[src/rtl/alu_mc_if.sv]
// Handshake and operand bundle for the multi-cycle picoMIPS ALU.
// master drives start/func/selects/operands; slave returns busy/done/result/flags.
interface alu_mc_if #(
  parameter int N = 8
);
  logic         start;
  logic [2:0]   func;
  logic [1:0]   a_sel;
  logic [1:0]   b_sel;
  logic [N-1:0] a_in;
  logic [N-1:0] b_in;
  logic [N:0]   switches;
  logic [N-1:0] immediate;
  logic         busy;
  logic         done;
  logic [N-1:0] result;
  logic [3:0]   flags;

  modport master (
    output start, func, a_sel, b_sel,
    output a_in, b_in, switches, immediate,
    input  busy, done, result, flags
  );

  modport slave (
    input  start, func, a_sel, b_sel,
    input  a_in, b_in, switches, immediate,
    output busy, done, result, flags
  );
endinterface

[src/rtl/alu_mc.sv]
// Multi-cycle N-bit ALU: RA/RB/ADD/SUB in one clock, shift-add MULL/MULH in N.
// Ports: clk, nreset (async, active-low), bus (alu_mc_if.slave); flags = {V,N,Z,C}.
module alu_mc #(
  parameter int N = 8
) (
  input  logic    clk,
  input  logic    nreset,
  alu_mc_if.slave bus
);
  localparam int CW = $clog2(N);

  typedef enum logic {IDLE, MUL} state_t;

  state_t         state;
  state_t         state_n;
  logic [CW-1:0]  cnt;
  logic [2*N-1:0] p;
  logic [2*N-1:0] p_n;
  logic [2*N-1:0] p_acc;
  logic [N-1:0]   a_r;
  logic           mulh_r;
  logic [N-1:0]   a_m;
  logic [N-1:0]   b_m;
  logic           is_mul;
  logic           accept;
  logic           fin;
  logic [N:0]     sum;
  logic [N:0]     dif;
  logic [N-1:0]   alu_res;
  logic [3:0]     alu_flg;
  logic           v;
  logic           c;
  logic [N-1:0]   mul_res;
  logic [3:0]     mul_flg;

  function automatic logic [2*N-1:0] step(
    input logic [2*N-1:0] pp,
    input logic [N-1:0]   aa
  );
    logic [N:0] hi;
    hi = {1'b0, pp[2*N-1:N]} + (pp[0] ? {1'b0, aa} : '0);
    return {hi, pp[N-1:1]};
  endfunction

  always_comb begin
    case (bus.a_sel)
      2'd1:    a_m = bus.switches[N-1:0];
      2'd2:    a_m = {N{bus.switches[N]}};
      default: a_m = bus.a_in;
    endcase
    case (bus.b_sel)
      2'd1:    b_m = bus.switches[N-1:0];
      2'd2:    b_m = {N{bus.switches[N]}};
      2'd3:    b_m = bus.immediate;
      default: b_m = bus.b_in;
    endcase
  end

  assign is_mul = (bus.func == 3'd4) || (bus.func == 3'd5);

  always_comb begin
    sum     = {1'b0, a_m} + {1'b0, b_m};
    dif     = {1'b0, a_m} - {1'b0, b_m};
    alu_res = a_m;
    v       = 1'b0;
    c       = 1'b0;
    unique case (1'b1)
      (bus.func == 3'd1): alu_res = b_m;
      (bus.func == 3'd2): begin
        alu_res = sum[N-1:0];
        c = sum[N];
        v = (a_m[N-1] == b_m[N-1]) &&
            (sum[N-1] != a_m[N-1]);
      end
      (bus.func == 3'd3): begin
        alu_res = dif[N-1:0];
        c = dif[N];
        v = (a_m[N-1] != b_m[N-1]) &&
            (dif[N-1] != a_m[N-1]);
      end
      default: ;
    endcase
    alu_flg = {v, alu_res[N-1], alu_res == '0, c};
  end

  // The accept edge already performs the first iteration,
  // so only N-1 MUL cycles follow and busy lasts N-1 clocks.
  assign p_acc = step({{N{1'b0}}, b_m}, a_m);
  assign p_n   = step(p, a_r);

  always_comb begin
    mul_res = mulh_r ? p_n[2*N-1:N] : p_n[N-1:0];
    mul_flg = {~mulh_r && (p_n[2*N-1:N] != '0),
               mul_res[N-1], mul_res == '0, 1'b0};
  end

  always_ff @(posedge clk or negedge nreset) begin
    if (!nreset) state <= IDLE;
    else         state <= state_n;
  end

  always_comb begin
    state_n  = state;
    accept   = 1'b0;
    fin      = 1'b0;
    bus.busy = 1'b0;
    case (state)
      IDLE: begin
        if (bus.start) begin
          accept = 1'b1;
          if (is_mul) state_n = MUL;
        end
      end
      MUL: begin
        bus.busy = 1'b1;
        if (cnt == CW'(N-1)) begin
          fin     = 1'b1;
          state_n = IDLE;
        end
      end
      default: state_n = IDLE;
    endcase
  end

  always_ff @(posedge clk or negedge nreset) begin
    if (!nreset) begin
      p          <= '0;
      cnt        <= '0;
      a_r        <= '0;
      mulh_r     <= 1'b0;
      bus.done   <= 1'b0;
      bus.result <= '0;
      bus.flags  <= '0;
    end else begin
      bus.done <= (accept && !is_mul) || fin;
      if (accept) begin
        a_r    <= a_m;
        mulh_r <= bus.func[0];
      end
      if (accept && is_mul) begin
        p   <= p_acc;
        cnt <= CW'(1);
      end else if (state == MUL) begin
        p   <= p_n;
        cnt <= fin ? '0 : cnt + 1'b1;
      end
      if (accept && !is_mul) begin
        bus.result <= alu_res;
        bus.flags  <= alu_flg;
      end else if (fin) begin
        bus.result <= mul_res;
        bus.flags  <= mul_flg;
      end
    end
  end
endmodule

[src/flat_wrapper.sv]
// flat-port wrapper written by rule: the top's interface ports become plain ports
module alu_mc_flat 
#(
  parameter int N = 8
)
  (clk, nreset, bus_start, bus_func, bus_a_sel, bus_b_sel, bus_a_in, bus_b_in, bus_switches, bus_immediate, bus_busy, bus_done, bus_result, bus_flags);
  alu_mc_if #(.N(N)) bus_i ();
  input  logic clk;
  input  logic nreset;
  input wire logic [$bits(bus_i.start)-1:0] bus_start;
  input wire logic [$bits(bus_i.func)-1:0] bus_func;
  input wire logic [$bits(bus_i.a_sel)-1:0] bus_a_sel;
  input wire logic [$bits(bus_i.b_sel)-1:0] bus_b_sel;
  input wire logic [$bits(bus_i.a_in)-1:0] bus_a_in;
  input wire logic [$bits(bus_i.b_in)-1:0] bus_b_in;
  input wire logic [$bits(bus_i.switches)-1:0] bus_switches;
  input wire logic [$bits(bus_i.immediate)-1:0] bus_immediate;
  output wire logic [$bits(bus_i.busy)-1:0] bus_busy;
  output wire logic [$bits(bus_i.done)-1:0] bus_done;
  output wire logic [$bits(bus_i.result)-1:0] bus_result;
  output wire logic [$bits(bus_i.flags)-1:0] bus_flags;
  assign bus_i.start = bus_start;
  assign bus_i.func = bus_func;
  assign bus_i.a_sel = bus_a_sel;
  assign bus_i.b_sel = bus_b_sel;
  assign bus_i.a_in = bus_a_in;
  assign bus_i.b_in = bus_b_in;
  assign bus_i.switches = bus_switches;
  assign bus_i.immediate = bus_immediate;
  assign bus_busy = bus_i.busy;
  assign bus_done = bus_i.done;
  assign bus_result = bus_i.result;
  assign bus_flags = bus_i.flags;
  alu_mc #(.N(N)) u_core (.clk(clk), .nreset(nreset), .bus(bus_i));
endmodule
[config.mk]
export PLATFORM = sky130hd
export DESIGN_NAME = alu_mc_flat
export DESIGN_NICKNAME = d
export VERILOG_FILES = /design/src/rtl/alu_mc_if.sv /design/src/rtl/alu_mc.sv /design/src/flat_wrapper.sv
export SDC_FILE = /design/constraint.sdc
export NUM_CORES = 1
export LEC_CHECK = 0
export ABC_AREA = 1
export CAP_MARGIN = 40
export CORE_AREA = 2 2 116 118
export CTS_CLUSTER_SIZE = 14
export DETAILED_ROUTE_END_ITERATION = 8
export DIE_AREA = 0 0 118 120
export SYNTH_ARGS = -nofsm -noshare
export SYNTH_HDL_FRONTEND = slang
export SYNTH_SLANG_ARGS = --single-unit
[constraint.sdc]
create_clock -name clk -period 4.1 [get_ports clk]
set_input_delay 0.82 -clock clk [delete_from_list [all_inputs] [get_ports clk]]
set_output_delay 0.82 -clock clk [all_outputs]
set_load 0.01 [all_outputs]
# After elaboration in Yosys (flattened, before gate mapping)
# Cells that the tools add are included.
# totals
reg_bits	42
input_bits	43
output_inout_bits	14
# op_classes
n_addsub	4
eq_ne	15
n_mux	26
bitwise	2
reduce_logical	13
# ops
cell	count
one-hot mux 8 bit (3 select lines)	2
2-to-1 mux 8 bit	5
2-to-1 mux 16 bit	2
zero test 8 bit	2
one-hot mux 8 bit (2 select lines)	1
adder 8 x 8 -> 9 bit	1
adder 8 x 9 -> 9 bit	1
equality test 3 bit (second input constant)	3
2-to-1 mux 3 bit	3
subtractor 8 x 8 -> 9 bit	1
2-to-1 mux 1 bit	8
2-to-1 mux 4 bit	2
nonzero test 8 bit	1
equality test 2 bit (second input constant)	3
equality test 3 x 2 -> 1 bit (second input constant)	2
one-hot mux 1 bit (2 select lines)	3
logical AND 1 bit	5
equality test 2 x 1 -> 1 bit (second input constant)	2
nonzero test 2 bit	2
adder 3 x 1 -> 3 bit (second input constant)	1
equality test 3 x 1 -> 1 bit (second input constant)	1
inequality test 1 bit	3
logical OR 1 bit	2
inverter 1 bit	2
2 further kinds	2

# Logic depth before layout (Yosys ltp)
# depth
depth_word	7
depth_mapped	23

# Least setup slack after synthesis
# Ideal clock, no wire load.
# synth_timing
path_type	input port to flip-flop
startpoint	input bus_a_sel[0]
endpoint	register u_core.bus.flags[1]
setup_ps	71
arrival_ps	3183
path_slack_ps	846
path_stages	18
path_buffers	0
path_cell_list	inv_1 > ha_1 > a21oi_2 > nand2_1 > nand2_1 > inv_1 > ha_1 > fa_1 > or2_2 > nand3_1 > nand3_1 > nor2_1 > nand2_1 > nor2_1 > nand2_1 > nor2_1 > nor2_1 > nor2_1
# synth_between
elab_chain_len	6
# synth_rtl
element	line_no	text
start, declared	flat_wrapper.sv:12	input wire logic [$bits(bus_i.a_sel)-1:0] bus_a_sel;
equality test 2 bit / equality test 2 x 1 -> 1 bit (equally long branches)	alu_mc.sv:46	case (bus.a_sel)
one-hot mux 8 bit (2 select lines) *	alu_mc.sv:46	
via u_core.a_m[0]	alu_mc.sv:22	logic [N-1:0] a_m;
subtractor 8 x 8 -> 9 bit / adder 8 x 8 -> 9 bit (equally long branches)	alu_mc.sv:63, alu_mc.sv:62	
one-hot mux 8 bit (3 select lines) *	alu_mc.sv:67	unique case (1'b1)
zero test 8 bit *	alu_mc.sv:83	alu_flg = {v, alu_res[N-1], alu_res == '0, c};
2-to-1 mux 4 bit *	alu_mc.sv:147	if (accept && !is_mul) begin
end signal, assigned	alu_mc.sv:149	bus.flags <= alu_flg;
end signal, assigned	alu_mc.sv:152	bus.flags <= mul_flg;
end, declared	alu_mc_if.sv:28	output busy, done, result, flags
# The timed path passes the listed nets; every way through them passes the cells marked *.
# A chain may end at the register's enable or synchronous reset.

# Worst setup path after layout
# Ends and elaborated chain as after synthesis.

==> qor_table.md <==
| Group | Parameter | This run |
| --- | --- | --- |
| global route | Pin count of the biggest net entering global routing | 24 |
| floorplan | Placeable core area | 0.01298 mm² |
| final layout | Commonest cells after routing, fill and taps aside | nand2_1 (196), inv_1 (70), nand3_1 (59), clkdlybuf4s50_1 (55), nor2_1 (45) |
| worst setup path | Critical path data required time | 4280 ps |
| clock tree | Inserted Clock Buffers | 5 |
| global route | Met1 track demand over resource in global routing | 0.2294 |
| final layout | Area added between synthesis and finish | 26.66% |
| synthesis | Average footprint of a synthesized cell | 6.472 µm² |
| worst setup path | Kind of critical path | in2reg |
| pwr | Max IR drop VDD | 195.3 µV |
| final layout | Antenna Diode Count | 0 |
| route | Routed Wire Length | 12600 µm |
| synthesis | Number of flops mapped to enable cells by yosys | 0 |
| global route | Top Usage Layer GRT | met2 |
| worst setup path | Arrival time of data at the critical path endpoint | 3840 ps |
| floorplan | I/O pin count | 57 |
| timing | Number of failing hold endpoints at the final stage | 0 |
| clock tree | Buffer depth of the longest clock path | 2 |
| worst setup path | Highest net fanout along the worst path | 9 |
| final layout | Fill cell instance count of the final layout | 1408 |
| global route | Number of global-route vias before repair | 4072 |
| timing | Worst Tran Pin Value | 671.8 ps |
| route | Wire per inst | 15.10 µm |
| global route | Aggregate global-route resource usage | 0.1848 |
| timing | Min cycle time layout | 3663 ps |
| synthesis | Mapped Nets | 666 |
| run status | Outcome | finished clean |
| pwr | PD cells | 563.9 mW/mm² |
| placed design | Dpl hpwl | 10390 µm |
| final layout | Final-stage net count | 732 |
| floorplan | Die H | 120 µm |
| clock tree | Sinks on the clock net | 41 |
| floorplan | Starting density of the core | 0.2947 |
| clock tree | Clock tree root driver cell | clkbuf_16 |
| run | Max-cap violation count | 0 |
| synthesis | Netlist area before placement | 0.003825 mm² |
| timing | Worst Skew | 8.693 ps |
| route | Number of DRC markers in iteration 0 | 263 |
| worst setup path | Register-to-Register Setup Slack | 1650 ps |
| placed design | Routability-driven placement congestion ratio | 0.8880 |
| placed design | Number of buffers added on ports | 56 |
| route | Final routed DRC violation total | 0 |
| worst hold path | Class of the tightest hold or removal check | reg2reg |
| floorplan | Row cnt | 42 |
| clock tree | Hold_buf cts | 0 |
| timing | Crit path setup slack, layout | 437.0 ps |
| timing | Total of endpoints with negative setup slack in the final report | 0 |
| timing | Final critical-path share of the clock period | 0.8934 |
| synthesis | Seq/Total Area, Yosys | 0.2682 |
| synthesis | Yosys warning total | 0 |
| timing | Accumulated negative setup slack | 0 ps |
| global route | Global-route wire length before repair | 20800 µm |
| clock tree | TritonCTS clock tree | built |
| worst setup path | Startpoint type of the worst setup path | input pin |
| synthesis | Post-synthesis instance total | 591 |
| synthesis | Distinct cells, synth | 41 |
| route | Number of routed nets with antenna violations | 0 |
| final layout | Commonest non-fill, non-tap cell in the layout | nand2_1 |
| synthesis | Dominant synthesized flop cell | dfrtp_1 |
| global route | Fraction of met2 tracks used by global routing | 0.3238 |
| placed design | Worst setup slack before clock tree synthesis | 127.7 ps |
| pwr | Leakage power | 2.483 nW |
| route | Routed vias | 4093 |
| synthesis | Number of synthesized register bits | 41 |
| timing | Hold Worst Slack | 489.7 ps |
| timing | Final Slew Violations | 0 |
| final layout | Share of layout cells above drive strength 1 | 0.09574 |
| clock tree | Clock network latency to the later pin of the worst-skew pair | 290 ps |
| global route | Antenna violations before repair | 0 |
| worst setup path | Type of destination of the critical path | flop |
| timing | Worst slew margin relative to its limit | 0.5505 |
| global route | GR Layer Usage met3 | 0.02757 |
| clock tree | Clock slew at the register clock pins of the worst setup and hold paths | 70 ps |
| clock tree | Count of instances resized after the clock tree is built | 0 |
| clock tree | H-Tree Level Count | 2 |
| floorplan | Area enclosed by the die boundary | 0.01416 mm² |
| global route | Residual overflow from global routing | 0 |
| clock tree | Postcts setup bufs | 0 |
| route | Vias per std cell | 4.908 |
| floorplan | Die X-Extent | 118 µm |
| route | Number of detailed-routing iterations run before antenna repair | 6 |
| timing | Maximum clock frequency | 0.2730 GHz |
| synthesis | Async S/R FF share, synth | 1.000 |
| timing | Unrepaired setup endpoints after global routing | false |
## worst max-delay path, cell delays in order
cell and delay, ps:
clkdlybuf4s50_1 500, inv_1 50, ha_1 330, a21oi_2 200, nand2_1 70, o21ai_0 130
inv_1 130, ha_1 490, inv_2 90, a21oi_1 140, nand2_1 110, nand2_1 100
nand2_1 50, nand2_1 80, nand3_1 80, nand3_1 110, nand2_1 100, nand2_1 90
nor2_1 50, nor2_1 70, nor2_1 40
## path summary, 6_finish.rpt
check                         startpoint             endpoint  cells past startpoint
setup / recovery            bus_a_sel[0]  u_core.bus.flags[1]                     21
hold / removal             u_core.a_r[4]        u_core.a_r[4]                      2
setup reg to reg             u_core.p[0]  u_core.bus.flags[1]                     14
hold reg to reg            u_core.a_r[4]        u_core.a_r[4]                      2
max in group asynchronous         nreset          u_core.p[6]                      2
min in group asynchronous         nreset         u_core.p[14]                      1
## cell usage after synthesis, types with 5 or more instances
library cell  count  area share
nor2_1           45       0.044
o221ai_1          9       0.021
inv_1            70       0.069
nand3_1          59       0.077
a22oi_1           7       0.014
a21oi_1          17       0.022
nand2_2           5      0.0082
o21ai_0          17       0.022
nand4_1           5      0.0082
o21ai_1           8       0.010
ha_1             29       0.095
inv_2            16       0.016
buf_2             6      0.0079
nand2_1         196        0.19
or2_1             7       0.011
dfrtp_1          41        0.27
## sequential cells by signal, indices dropped and copies added (netlist names)
| register | count |
|---|---|
| u_core.bus.result | 7 |
| u_core.cnt | 3 |
| u_core.bus.flags | 4 |
| u_core.mulh_r | 1 |
| u_core.bus.done | 1 |
| u_core.state | 1 |
| u_core.p | 16 |
| u_core.a_r | 8 |
## through the flow
stage	total power, W	cell area [µm²]	cells	utilization
2_1_floorplan	0.001731	3825	591	-
3_3_place_gp	0.002240	4646	825	0.3579
3_5_place_dp	0.002257	4673	826	0.3600
4_1_cts	0.002725	4845	834	0.3732
5_1_grt	0.002971	4845	834	0.3732
6_report	0.002732	4845	834	0.3732
## layer usage
metal  vias up  share of wire
met1      1917           0.44
met5         -              0
met4         0          0.028
met2       117           0.48
li1       2034              -
met3        25          0.049
## cells by family after synthesis
kind of cell	synth area share
AOI/OAI and AO/OA	0.1220
buffers and inverters	0.1021
xor gates and xnor gates	0.006871
and+or+nand+nor	0.3902
DFF	0.2682
adders and majority gates	0.1106
## final cells by class
| type | instances | area, µm² | share of cell area |
|---|---|---|---|
| flip-flops and latches | 41 | 1026 | 0.2118 |
| repair buffers | 70 | 680.7 | 0.1405 |
| inverters | 90 | 337.8 | 0.06973 |
| well taps | 176 | 220.2 | 0.04545 |
| clock buffers | 5 | 125.1 | 0.02583 |
| multi-input cells | 449 | 2409 | 0.4972 |
| clock inverters | 3 | 46.29 | 0.009556 |
## power breakdown
group | internal, W | switching, W | total (W)
clock | 0.000288 | 0.000173 | 0.000462
combinational | 0.000612 | 0.000920 | 0.00153
sequential | 0.000593 | 0.000144 | 0.000737
(Power assumes the default switching activity.)
